**config.mk**
```make
export PLATFORM = sky130hd
export DESIGN_NAME = mmio_uart_tx
export DESIGN_NICKNAME = d
export VERILOG_FILES = /design/src/rtl/uart_pkg.sv /design/src/rtl/byte_fifo.sv /design/src/rtl/mmio_uart_tx.sv
export SDC_FILE = /design/constraint.sdc
export NUM_CORES = 1
export LEC_CHECK = 0
export CAP_MARGIN = 5
export CORE_AREA = 2 2 88 90
export CTS_CLUSTER_DIAMETER = 100
export DETAILED_ROUTE_END_ITERATION = 8
export DIE_AREA = 0 0 90 92
export HOLD_SLACK_MARGIN = 0.08
export PLACE_DENSITY_LB_ADDON = 0.05
export REMOVE_ABC_BUFFERS = 1
export SLEW_MARGIN = 20
export SYNTH_ARGS = -nofsm -noshare
export SYNTH_HDL_FRONTEND = slang
export SYNTH_SLANG_ARGS = --single-unit
```
**constraint.sdc**
```tcl
create_clock -name clk -period 3.1 [get_ports clk]
set_input_delay 0.31 -clock clk [delete_from_list [all_inputs] [get_ports clk]]
set_output_delay 0.31 -clock clk [all_outputs]
set_load 0.02 [all_outputs]
```
**src/rtl/uart_pkg.sv**
```systemverilog
// Shared types and default register map for the memory-mapped UART transmitter.
package uart_pkg;
  typedef enum logic [1:0] {ST_IDLE, ST_START, ST_DATA, ST_STOP} tx_state_t;

  localparam logic [31:0] TX_ADDR_DEF   = 32'h0000_0400;
  localparam logic [31:0] STAT_ADDR_DEF = 32'h0000_0404;
  localparam int          OVF_CLR_BIT   = 2;

  typedef struct packed {
    logic        we;
    logic [31:0] adr;
    logic [31:0] wdata;
  } mmio_req_t;

  typedef struct packed {
    logic overflow;
    logic full;
    logic busy;
  } tx_stat_t;
endpackage

```
**src/rtl/byte_fifo.sv**
```systemverilog
// Byte FIFO with occupancy count; full/empty come from the pre-edge count.
module byte_fifo #(
  parameter int DEPTH = 4
) (
  input  logic                     clk,
  input  logic                     reset,
  input  logic                     push,
  input  logic                     pop,
  input  logic [7:0]               din,
  output logic [7:0]               dout,
  output logic                     full,
  output logic                     empty,
  output logic [$clog2(DEPTH):0]   count
);
  localparam int AW = $clog2(DEPTH);
  localparam int CW = AW + 1;

  logic [7:0]    mem [DEPTH];
  logic [AW-1:0] wptr, rptr;
  logic          do_push, do_pop;

  assign full    = (count == CW'(DEPTH));
  assign empty   = (count == '0);
  assign do_push = push && !full;
  assign do_pop  = pop && !empty;
  assign dout    = mem[rptr];

  // DEPTH is a power of two, so pointer overflow is the modulo wrap.
  always_ff @(posedge clk or negedge reset) begin
    if (!reset) begin
      wptr  <= '0;
      rptr  <= '0;
      count <= '0;
    end else begin
      if (do_push) wptr <= wptr + 1'b1;
      if (do_pop)  rptr <= rptr + 1'b1;
      case ({do_push, do_pop})
        2'b10:   count <= count + 1'b1;
        2'b01:   count <= count - 1'b1;
        default: ;
      endcase
    end
  end

  always_ff @(posedge clk) begin
    if (do_push) mem[wptr] <= din;
  end
endmodule

```
**src/rtl/mmio_uart_tx.sv**
```systemverilog
// Store-driven UART transmitter: TX register feeds a byte FIFO, status register
// reports overflow/full/busy and clears overflow on a write with bit 2 set.
module mmio_uart_tx
  import uart_pkg::*;
#(
  parameter int          CLKS_PER_BIT = 434,
  parameter int          FIFO_DEPTH   = 4,
  parameter logic [31:0] TX_ADDR      = TX_ADDR_DEF,
  parameter logic [31:0] STAT_ADDR    = STAT_ADDR_DEF
) (
  input  logic        clk,
  input  logic        reset,
  input  logic        MemWriteM,
  input  logic [31:0] DataAdrM,
  input  logic [31:0] WriteDataM,
  output logic [31:0] ReadDataIO,
  output logic        txd,
  output logic        busy
);
  localparam int             BW        = (CLKS_PER_BIT > 1) ? $clog2(CLKS_PER_BIT) : 1;
  localparam logic [BW-1:0]  BAUD_LAST = BW'(CLKS_PER_BIT - 1);

  mmio_req_t                   req;
  tx_stat_t                    stat;
  tx_state_t                   state, state_nx;
  logic [BW-1:0]               baud, baud_nx;
  logic [2:0]                  bit_idx, bit_idx_nx;
  logic [7:0]                  shreg, shreg_nx, fifo_dout;
  logic [$clog2(FIFO_DEPTH):0] count;
  logic                        push, pop, full, empty, clr, overflow, baud_end;
  logic                        unused_wdata;

  assign req          = '{we: MemWriteM, adr: DataAdrM, wdata: WriteDataM};
  assign push         = req.we && (req.adr == TX_ADDR);
  assign clr          = req.we && (req.adr == STAT_ADDR) && req.wdata[OVF_CLR_BIT];
  assign unused_wdata = ^req.wdata[31:8];

  byte_fifo #(.DEPTH(FIFO_DEPTH)) u_fifo (
    .clk   (clk),
    .reset (reset),
    .push  (push),
    .pop   (pop),
    .din   (req.wdata[7:0]),
    .dout  (fifo_dout),
    .full  (full),
    .empty (empty),
    .count (count)
  );

  // Sticky until cleared; a push that finds the FIFO full is lost.
  always_ff @(posedge clk or negedge reset) begin
    if (!reset)             overflow <= 1'b0;
    else if (clr)           overflow <= 1'b0;
    else if (push && full)  overflow <= 1'b1;
  end

  assign busy       = (state != ST_IDLE) || (count != '0);
  assign stat       = '{overflow: overflow, full: full, busy: busy};
  assign ReadDataIO = (DataAdrM == STAT_ADDR) ? {29'b0, stat} : 32'b0;
  assign baud_end   = (baud == BAUD_LAST);

  always_ff @(posedge clk or negedge reset) begin
    if (!reset) begin
      state   <= ST_IDLE;
      baud    <= '0;
      bit_idx <= '0;
      shreg   <= '0;
    end else begin
      state   <= state_nx;
      baud    <= baud_nx;
      bit_idx <= bit_idx_nx;
      shreg   <= shreg_nx;
    end
  end

  // txd decodes registered state so reset forces the line high without a clock.
  always_comb begin
    state_nx   = state;
    bit_idx_nx = bit_idx;
    shreg_nx   = shreg;
    pop        = 1'b0;
    txd        = 1'b1;
    baud_nx    = (state == ST_IDLE || baud_end) ? '0 : baud + 1'b1;
    case (state)
      ST_IDLE: begin
        if (!empty) begin
          pop      = 1'b1;
          shreg_nx = fifo_dout;
          state_nx = ST_START;
        end
      end
      ST_START: begin
        txd = 1'b0;
        if (baud_end) begin
          state_nx   = ST_DATA;
          bit_idx_nx = '0;
        end
      end
      ST_DATA: begin
        txd = shreg[bit_idx];
        if (baud_end) begin
          bit_idx_nx = bit_idx + 1'b1;
          if (bit_idx == 3'd7) state_nx = ST_STOP;
        end
      end
      ST_STOP: begin
        if (baud_end) begin
          if (!empty) begin
            pop      = 1'b1;
            shreg_nx = fifo_dout;
            state_nx = ST_START;
          end else begin
            state_nx = ST_IDLE;
          end
        end
      end
      default: state_nx = ST_IDLE;
    endcase
  end
endmodule

```
==> results of run 1 <==
-- Yosys cell counts (2+ instances only) --
cell	n	share of area
mux2i_1	3	0.0093
xnor2_1	7	0.019
nand3_1	4	0.0062
and2_1	4	0.0077
ha_1	14	0.054
dfrtp_1	30	0.23
and3_1	4	0.0077
edfxtp_1	32	0.30
inv_1	12	0.014
nand4_1	2	0.0039
a22o_1	5	0.014
xor2_1	6	0.016
mux2_4	9	0.042
nor2_1	17	0.020
nand4b_1	2	0.0054
nor4_2	3	0.012
mux4_2	10	0.070
buf_4	29	0.067
nor3_1	6	0.0093
nor4_1	3	0.0058
nand2_1	5	0.0058
-- critical path: stages --
cell             delay [ns]
clkdlybuf4s50_1        0.40
nor4_1                 0.30
nand4_1                0.28
nor2_1                 0.21
and3_1                 0.18
clkdlybuf4s50_1        0.61
-- how the worst max path moves through the flow --
stage                      start                           to  slack, ns
2_1_floorplan  baud[1]$_DFF_PN0_  u_fifo.count[2]$_DFFE_PN0P_       0.87
3_3_place_gp        DataAdrM[18]                ReadDataIO[0]       0.44
3_5_place_dp        DataAdrM[18]  u_fifo.count[1]$_DFFE_PN0P_       0.46
4_1_cts             DataAdrM[18]                ReadDataIO[0]       0.46
5_1_grt             DataAdrM[18]                ReadDataIO[1]       0.36
6_report            DataAdrM[18]                ReadDataIO[1]       0.50
-- state kept, by name, indices dropped and copies added, names as in the netlist --
register / flops
u_fifo.mem: 32
baud: 9
shreg: 8
bit_idx: 3
u_fifo.count: 3
state: 2
u_fifo.rptr: 2
u_fifo.wptr: 2
overflow: 1
-- final cells by class --
class                      count  area (um2)  area share
clock buffer                   9         124      0.0317
clock inverter                 7        81.3      0.0208
inverter                      12        45.0      0.0115
multi-input combinational    157        1340       0.342
sequential                    62        1710       0.438
tap                          102         128      0.0326
timing repair buffer          49         485       0.124
-- routing by layer --
| metal | wire, um | part of all wire | GRT usage |
|---|---|---|---|
| met5 | 0 | 0 | 0 |
| met4 | 70 | 0.013 | 0.0577 |
| met3 | 332 | 0.062 | 0.0518 |
| met2 | 2570 | 0.48 | 0.231 |
| met1 | 2360 | 0.44 | 0.177 |
-- per-stage QoR --
step           hold slack [ns]  cell area, um2  power (W)  cells  utilization
2_1_floorplan           0.0144            3090    0.00102    231            -
5_1_grt                  0.422            3910    0.00188    398        0.525
3_3_place_gp             0.493            3710    0.00110    382        0.498
6_report                 0.359            3910    0.00180    398        0.525
3_5_place_dp             0.500            3710    0.00110    382        0.498
4_1_cts                  0.367            3910    0.00183    398        0.525
-- power by group through the flow --
| stage | Combinational [W] | Clock [W] | Sequential (W) |
|---|---|---|---|
| 5_1_grt | 0.000180 | 0.000781 | 0.000920 |
| 4_1_cts | 0.000168 | 0.000748 | 0.000916 |
| 6_report | 0.000166 | 0.000722 | 0.000915 |
| 3_3_place_gp | 0.000166 | 0 | 0.000932 |
| 3_5_place_dp | 0.000167 | 0 | 0.000933 |
| 2_1_floorplan | 0.0000940 | 0 | 0.000926 |
-- kinds of logic after synthesis --
group	after synthesis
AOI/OAI and AO/OA	15
xor gates and xnor gates	13
adders and majority gates	15
buffers and inverters	45
DFF	62
muxes	23
other	1
and+or+nand+nor	62
==> reports/summary.txt, run 1 <==
FFs w/ async S/R, synth - 0.484
fillers - 655
Setup WS pre-CTS - 0.462 ns
Arr. time, crit path - 2.29 ns
GRT Overall Usage - 0.143
number of synthesized flops with an enable pin - 32
routed len/inst - 13.4 um
CTS buffer count - 9
compound-gate portion of the synthesized area - 0.0364
first-pass GRT wire length - 9060 um
Avg Cell Area, Syn - 13.7 um2
FP Rows - 32
YS warnings - 0
vias in the first global route - 1850
worst-margin pin slew - 0.602 ns
P_sw - 0.000423 W
status - finished, final reports clean
Setup Viol. Count Final - 0
worst vdd ir - 0.294 mV
Vias/cell - 4.78
Crit Path Max Fanout - 4
Synth Area in Simple Gates - 0.124
ant diodes - 0
max-cap violations - 0
Final nets - 373
commonest cells after routing, fill and taps aside - clkdlybuf4s50_1, edfxtp_1, dfrtp_1
ys flop type - edfxtp_1
fin crit period - 2.60 ns
Max Slew Vio Count - 0
Remaining DRCs - 0
Comb pwr share - 0.092
Die Ht - 92 um
post-synth design cell area - 3230 um2
post-synthesis mux area share - 0.124
Reg2Reg Depth - 11
Via Count - 1901
RSZ-0062 raised after global routing - false
sequential element share of the synthesized area - 0.530
Rel. slew slack - 0.599
largest net degree at the start of global routing - 31
hpwl dp - 3950 um
layout cell share with drive strength beyond 1 - 0.155
Post-Synth XOR/XNOR Area - 0.0353
CP Capture Type - output pin
CTS sink cnt - 62
Worst Clk Skew - 0.00838 ns
Leak - 1.56 nW
fin worst setup slack - 0.502 ns
Seq cells post-synth - 62
clk_lat worst skew - 0.34 ns
GPL Wtd Cong - 0.768
DIE AREA - 8280 um2
worst min path class - in -> async
CORE AREA - 7450 um2
clock-pin slew on the worst setup and hold paths - 0.08 ns
final period utilization - 0.838
Initial Util - 0.434
Clock power frac - 0.400
CTS root buf - clkbuf_8
post-synthesis adder-cell area fraction - 0.0604
final WL - 5330 um
router iterations before antenna repair - 4
most common cell after layout, fill and taps aside - clkdlybuf4s50_1
Critical Path Start Type - input pin
CTS tree - done
worst reg2reg endpoint - u_fifo.count[2]$_DFFE_PN0P_
Fin. Hold Viols - 0
H-tree depth - 3
Syn-to-layout area delta - 21.1%
Cell Int Power - 0.00138 W
main combinational cell family by area after synthesis - multiplexers
FMAX - 385 MHz
Worst Path Required - 2.79 ns
Die W - 90 um
Setup TNS Final - 0 ns
count of different cell masters after synthesis - 50
Seq pwr share - 0.507
Routed Antenna Nets - 0
Worst R2R Setup Slack - 0.65 ns
post-cts resize count - 0
IO Pins - 101
reg-to-reg startpoint - baud[1]$_DFF_PN0_
Hold Buf Count CTS - 0
initial antenna violation count - 0
Initial DRC Count - 68
buffers added on ports - 47
P per Cell Area - 461 nW/um2
Mapped Cells - 236
critical path class - in -> out
Sw Share - 0.235
GR Overflow Total - 0
Post-CTS Repair Setup Buffers - 0
clock tree buffer depth - 2
Power figures use the tool's default switching activity.
==> run 2, diff against run 1 <==
- clock period: 3.1 -> 2.71 ns (I/O delays scaled with it)
==> run 2 against run 1 <==
Against the previous run: global-route usage rose by 0.49 points; flip-flop and latch count is the same; cell count rose by 1.5%.
==> reports/summary.txt, run 2 (synthesized netlist as in run 1, its figures left out) <==
clock tree buffer depth - 2 (unchanged)
met3 Use GR - 0.0477 (was 0.0518)
GR Overflow Total - 0 (unchanged)
hpwl dp - 4080 um (was 3950 um)
critical path class - reg -> out (was in -> out)
CTS root buf - clkbuf_8 (unchanged)
clock-pin slew on the worst setup and hold paths - 0.08 ns (about the same)
Comb pwr share - 0.088 (was 0.092)
buffers added on ports - 47 (unchanged)
Final nets - 379 (was 373)
status - finished, final reports clean (unchanged)
Rel. slew slack - 0.596 (was 0.599)
Setup Viol. Count Final - 0 (unchanged)
routed len/inst - 13.6 um (was 13.4 um)
largest net degree at the start of global routing - 31 (unchanged)
DIE AREA - 8280 um2 (unchanged)
first-pass GRT wire length - 9340 um (was 9060 um)
Post-Place Cells - 387 (was 382)
H-tree depth - 3 (unchanged)
Die Ht - 92 um (unchanged)
GR Util met2 - 0.229 (was 0.231)
Initial DRC Count - 64 (was 68)
GPL Wtd Cong - 0.765 (was 0.768)
Buf/Inv on CP - 1 (was 2)
Arr. time, crit path - 2.20 ns (was 2.29 ns)
Critical Path Start Type - flop (was input pin)
Syn-to-layout area delta - 23.4% (was 21.1%)
worst vdd ir - 0.452 mV (was 0.294 mV)
Worst Path Required - 2.44 ns (was 2.79 ns)
fin crit period - 2.47 ns
final WL - 5500 um (was 5330 um)
Initial Util - 0.434 (unchanged)
Clock power frac - 0.429 (was 0.400)
CP peak stage delay - 0.54 ns (was 0.61 ns)
commonest cells after routing, fill and taps aside - clkdlybuf4s50_1, edfxtp_1, dfrtp_1 (unchanged)
Worst Clk Skew - 0.00776 ns (was 0.00838 ns)
final period utilization - 0.912
IO Pins - 101 (unchanged)
layout cell share with drive strength beyond 1 - 0.175 (was 0.155)
Setup WS pre-CTS - 0.100 ns (was 0.462 ns)
router iterations before antenna repair - 4 (unchanged)
Die W - 90 um (unchanged)
P_sw - 0.000493 W (was 0.000423 W)
Leak - 1.61 nW (was 1.56 nW)
Worst R2R Setup Slack - 0.27 ns (was 0.65 ns)
max-cap violations - 0 (unchanged)
worst min path class - in -> async (unchanged)
Sw Share - 0.228 (was 0.235)
Reg with most FFs - u_fifo.mem (unchanged)
vias in the first global route - 1927 (was 1850)
Routed Antenna Nets - 0 (unchanged)
initial antenna violation count - 0 (unchanged)
GR Util met1 - 0.189 (was 0.177)
Max Slew Vio Count - 0 (unchanged)
Setup TNS Final - 0 ns (unchanged)
P per Cell Area - 544 nW/um2 (was 461 nW/um2)
Fin. Hold Viols - 0 (unchanged)
CTS sink cnt - 62 (unchanged)
max FFs per register - 32 (unchanged)
FMAX - 405 MHz
GR peak layer - met2 (unchanged)
CTS tree - done (unchanged)
slowest CP cell - clkdlybuf4s50_1 (unchanged)
Via Count - 1904 (was 1901)
clk_lat worst skew - 0.34 ns (about the same)
FP Rows - 32 (unchanged)
biggest regs - u_fifo.mem x32, baud x9, shreg x8 (unchanged)
Crit Path Max Fanout - 6 (was 4)
CORE AREA - 7450 um2 (unchanged)
Remaining DRCs - 0 (unchanged)
GRT Overall Usage - 0.148 (was 0.143)
worst-path cell chain - nor3_2 -> nand2_1 -> and3_1 -> clkdlybuf4s50_1 (was clkdlybuf4s50_1 -> nor4_1 -> nand4_1 -> nor2_1 -> and3_1 -> clkdlybuf4s50_1)
RSZ-0062 raised after global routing - false (unchanged)
CTS buffer count - 9 (unchanged)
most common cell after layout, fill and taps aside - clkdlybuf4s50_1 (unchanged)
Vias/cell - 4.71 (was 4.78)
CP Capture Type - output pin (unchanged)
post-route core utilization - 0.535 (was 0.525)
fin worst setup slack - 0.239 ns (was 0.502 ns)
Hold Buf Count CTS - 0 (unchanged)
worst-margin pin slew - 0.606 ns (was 0.602 ns)
Cell Int Power - 0.00167 W (was 0.00138 W)
ant diodes - 0 (unchanged)
Finished Layout Cells - 404 (was 398)
Seq pwr share - 0.483 (was 0.507)
family with the most delay on the worst path - simple AND/OR/NAND/NOR gates (was buffers and inverters)
==> run 2: cell count changes in the layout (fill, tap and decap cells not counted) <==
| cell | before | now |
|---|---|---|
| buf_4 | 2 | 8 |
| clkinv_4 | 2 | 0 |
| bufinv_16 | 1 | 2 |
| clkinv_2 | 0 | 1 |
| clkinvlp_4 | 1 | 0 |
| inv_8 | 0 | 1 |
| nor4_1 | 3 | 2 |
| nor4_2 | 3 | 4 |
==> run 2: final timing paths <==
| check | startpoint | cells past startpoint | end |
|---|---|---|---|
| worst max register to register | baud[1]$_DFF_PN0_ | 11 | u_fifo.count[2]$_DFFE_PN0P_ |
| worst max-delay path | u_fifo.count[1]$_DFFE_PN0P_ | 4 | ReadDataIO[0] |
| worst min register to register | shreg[6]$_DFFE_PN0P_ | 1 | shreg[6]$_DFFE_PN0P_ |
| min in group clk | shreg[6]$_DFFE_PN0P_ | 1 | shreg[6]$_DFFE_PN0P_ |
| worst min-delay path | reset | 2 | baud[8]$_DFF_PN0_ |
| max in group asynchronous | reset | 2 | u_fifo.wptr[1]$_DFFE_PN0P_ |
==> run 2: power by group through the flow <==
stage | registers [W] | logic [W] | clock network [W]
after floorplan | 0.00106 | 0.000108 | 0
after global placement | 0.00107 | 0.000190 | 0
after detailed placement | 0.00107 | 0.000192 | 0
after CTS | 0.00105 | 0.000192 | 0.000959
after global routing | 0.00105 | 0.000207 | 0.00100
final | 0.00105 | 0.000190 | 0.000930
==> run 2: through the flow <==
stage	total power (W)	cell area (um2)	hold slack, ns
after floorplan	0.00117	3090	-0.0246
after global placement	0.00126	3740	0.492
after detailed placement	0.00126	3740	0.502
after CTS	0.00220	3970	0.320
after global routing	0.00226	3980	0.362
final	0.00217	3980	0.312
==> run 2: cell type report <==
type                    instances  area [um2]
flip-flops and latches         62        1710
inverters                      12        45.0
repair buffers                 55         531
multi-input cells             157        1340
well taps                     102         128
clock buffers                   9         124
fillers                       643        3460
clock inverters                 7         103
==> run 2: worst reg2reg max path, delay by kind of cell (launching register included) <==
| family | cells | cell delay [ns] |
|---|---|---|
| compound gates | 1 | 0.12 |
| buf+inv | 2 | 0.12 |
| fa+ha+maj | 3 | 0.78 |
| xor+xnor | 2 | 0.30 |
| flops | 1 | 0.41 |
| simple gates | 3 | 0.65 |
==> run 2: per-layer routing <==
layer,vias up,share of wire
met2,59,0.46
met5,-,0
met3,7,0.058
met1,909,0.46
met4,0,0.017
li1,929,-
==> run 2: what timing repair did <==
item                       4_1_cts  5_1_grt
setup endpoints to repair        0        3
gates resized for setup          0        1
buffers inserted                 0        1
==> run 3, diff against run 2 <==
- PLACE_DENSITY: unset -> 0.78
- PLACE_DENSITY_LB_ADDON: 0.05 -> unset
==> run 3 against run 2 <==
Against the previous run: setup slack got worse by 0.048 ns; register-to-register slack got worse by 0.08 ns; cell count decreased by 1.2%; largest cell class unchanged.
==> reports/summary.txt, run 3 (synthesized netlist as in run 1, its figures left out) <==
Routed Antenna Nets - 0 (unchanged)
Critical Path Start Type - flop (unchanged)
Fin. Hold Viols - 0 (unchanged)
P_sw - 0.000451 W (was 0.000493 W)
status - finished, final reports clean (unchanged)
WL met1 - 2360 um (was 2530 um)
Initial DRC Count - 64 (unchanged)
GPL Wtd Cong - 0.694 (was 0.765)
Reg with most FFs - u_fifo.mem (unchanged)
Final Hold Slack - 0.322 ns (was 0.312 ns)
crit path to - u_fifo.count[2]$_DFFE_PN0P_ (was ReadDataIO[0])
post-route core utilization - 0.524 (was 0.535)
Hold Buf Count CTS - 0 (unchanged)
CTS buffer count - 9 (unchanged)
most common cell after layout, fill and taps aside - clkdlybuf4s50_1 (unchanged)
buffers added on ports - 47 (unchanged)
Comb pwr share - 0.095 (was 0.088)
Worst R2R Setup Slack - 0.19 ns (was 0.27 ns)
worst-margin pin slew - 0.585 ns (was 0.606 ns)
post-cts resize count - 0 (unchanged)
DIE AREA - 8280 um2 (unchanged)
Vias/cell - 4.79 (was 4.71)
max FFs per register - 32 (unchanged)
FP Rows - 32 (unchanged)
hpwl dp - 3840 um (was 4080 um)
ant diodes - 0 (unchanged)
CTS tree - done (unchanged)
Post-CTS Repair Setup Buffers - 0 (unchanged)
Initial Util - 0.434 (unchanged)
biggest regs - u_fifo.mem x32, baud x9, shreg x8 (unchanged)
Area after DPL - 3710 um2 (was 3740 um2)
Crit Path Max Fanout - 4 (was 6)
layout cell share with drive strength beyond 1 - 0.155 (was 0.175)
CTS root buf - clkbuf_8 (unchanged)
FMAX - 397 MHz (was 405 MHz)
GR Overflow Total - 0 (unchanged)
Leak - 1.55 nW (was 1.61 nW)
Arr. time, crit path - 2.78 ns (was 2.20 ns)
Cell Int Power - 0.00156 W (was 0.00167 W)
worst reg2reg endpoint - u_fifo.count[2]$_DFFE_PN0P_ (unchanged)
wire length on met2 - 2570 um (was 2550 um)
CP Capture Type - flop (was output pin)
finished layout cell area - 3900 um2 (was 3980 um2)
GRT Overall Usage - 0.140 (was 0.148)
clock tree buffer depth - 2 (unchanged)
Max Slew Vio Count - 0 (unchanged)
fin crit period - 2.52 ns (was 2.47 ns)
final period utilization - 0.929 (was 0.912)
Top Metal Used - met4 (unchanged)
max-cap violations - 0 (unchanged)
clock-pin slew on the worst setup and hold paths - 0.07 ns (was 0.08 ns)
vias in the first global route - 1972 (was 1927)
Via Count - 1912 (was 1904)
routed len/inst - 13.3 um (was 13.6 um)
Setup TNS Final - 0 ns (unchanged)
Syn-to-layout area delta - 20.9% (was 23.4%)
first-pass GRT wire length - 9080 um (was 9340 um)
Die W - 90 um (unchanged)
Remaining DRCs - 0 (unchanged)
worst min path class - in -> async (unchanged)
reg-to-reg startpoint - baud[1]$_DFF_PN0_ (unchanged)
Setup Viol. Count Final - 0 (unchanged)
Worst Path Required - 2.97 ns (was 2.44 ns)
routed length on met3 - 324 um (was 320 um)
Reg area - 1710 um2 (unchanged)
Sw Share - 0.224 (was 0.228)
Clock power frac - 0.384 (was 0.429)
CORE AREA - 7450 um2 (unchanged)
largest net degree at the start of global routing - 31 (unchanged)
H-tree depth - 3 (unchanged)
clk_lat worst skew - 0.34 ns (about the same)
Final nets - 374 (was 379)
IO Pins - 101 (unchanged)
Worst Clk Skew - 0.00602 ns (was 0.00776 ns)
RSZ-0062 raised after global routing - false (unchanged)
Rel. slew slack - 0.610 (was 0.596)
Die Ht - 92 um (unchanged)
P per Cell Area - 516 nW/um2 (was 544 nW/um2)
Setup crit start - baud[1]$_DFF_PN0_ (was u_fifo.count[1]$_DFFE_PN0P_)
CTS sink cnt - 62 (unchanged)
final WL - 5320 um (was 5500 um)
commonest cells after routing, fill and taps aside - clkdlybuf4s50_1, edfxtp_1, dfrtp_1 (unchanged)
area occupied by multi-input gates - 1340 um2 (about the same)
Seq pwr share - 0.521 (was 0.483)
initial antenna violation count - 0 (unchanged)
router iterations before antenna repair - 4 (unchanged)
worst vdd ir - 0.384 mV (was 0.452 mV)
Reg2Reg Depth - 11 (unchanged)
fillers - 635 (was 643)
critical path class - reg -> reg (was reg -> out)
run 3: cell types whose count changed in the layout (fill, tap and decap cells not counted), sizes merged:
| cell | previous run | this run |
|---|---|---|
| clkinvlp | 0 | 3 |
| inv | 16 | 12 |
| clkbuf | 9 | 10 |
| clkinv | 1 | 2 |
| buf | 8 | 3 |
| bufinv | 2 | 1 |
run 3: cell type report:
| type | count | share of cell area |
|---|---|---|
| flip-flops and latches | 62 | 0.438 |
| well taps | 102 | 0.0327 |
| multi-input cells | 157 | 0.342 |
| inverters | 12 | 0.0115 |
| clock buffers | 10 | 0.0327 |
| clock inverters | 6 | 0.0160 |
| repair buffers | 50 | 0.126 |
run 3: critical path: stages, from the launching register on:
cell and delay [ns]:
dfrtp_1 0.40, inv_1 0.06, ha_1 0.16, and4b_1 0.24
a31oi_1 0.11, nor3_1 0.31, ha_1 0.25, inv_1 0.06
fa_1 0.37, xor2_1 0.16, nor2_1 0.16, xor2_1 0.15
run 3: power by group through the flow:
stage               Combinational [W]  Clock [W]  Sequential, W
detailed placement           0.000192          0        0.00107
global route                 0.000208   0.000828        0.00105
CTS                          0.000193   0.000797        0.00105
floorplan                    0.000108          0        0.00106
finish                       0.000191   0.000774        0.00105
global placement             0.000189          0        0.00107
run 3: worst min-delay path by stage:
stage,from,end,slack (ns),cells past startpoint
3_5_place_dp,shreg[2]$_DFFE_PN0P_,shreg[2]$_DFFE_PN0P_,0.50,1
2_1_floorplan,reset,baud[0]$_DFF_PN0_,-0.02,0
5_1_grt,reset,baud[6]$_DFF_PN0_,0.37,2
6_report,reset,baud[6]$_DFF_PN0_,0.32,2
4_1_cts,reset,baud[6]$_DFF_PN0_,0.33,2
3_3_place_gp,shreg[6]$_DFFE_PN0P_,shreg[6]$_DFFE_PN0P_,0.50,1
run 3: routing by layer:
| layer | track usage | vias to the layer above |
|---|---|---|
| li1 | - | 917 |
| met1 | 0.175 | 912 |
| met2 | 0.229 | 75 |
| met3 | 0.0452 | 8 |
| met4 | 0.0500 | 0 |
| met5 | 0 | - |
run 3: per-stage QoR:
| step | worst slack [ns] | std cells | total power (W) |
|---|---|---|---|
| floorplan | 0.484 | 231 | 0.00117 |
| global placement | 0.196 | 383 | 0.00126 |
| detailed placement | 0.141 | 383 | 0.00126 |
| CTS | 0.201 | 399 | 0.00204 |
| global route | 0.0193 | 399 | 0.00209 |
| finish | 0.191 | 399 | 0.00201 |
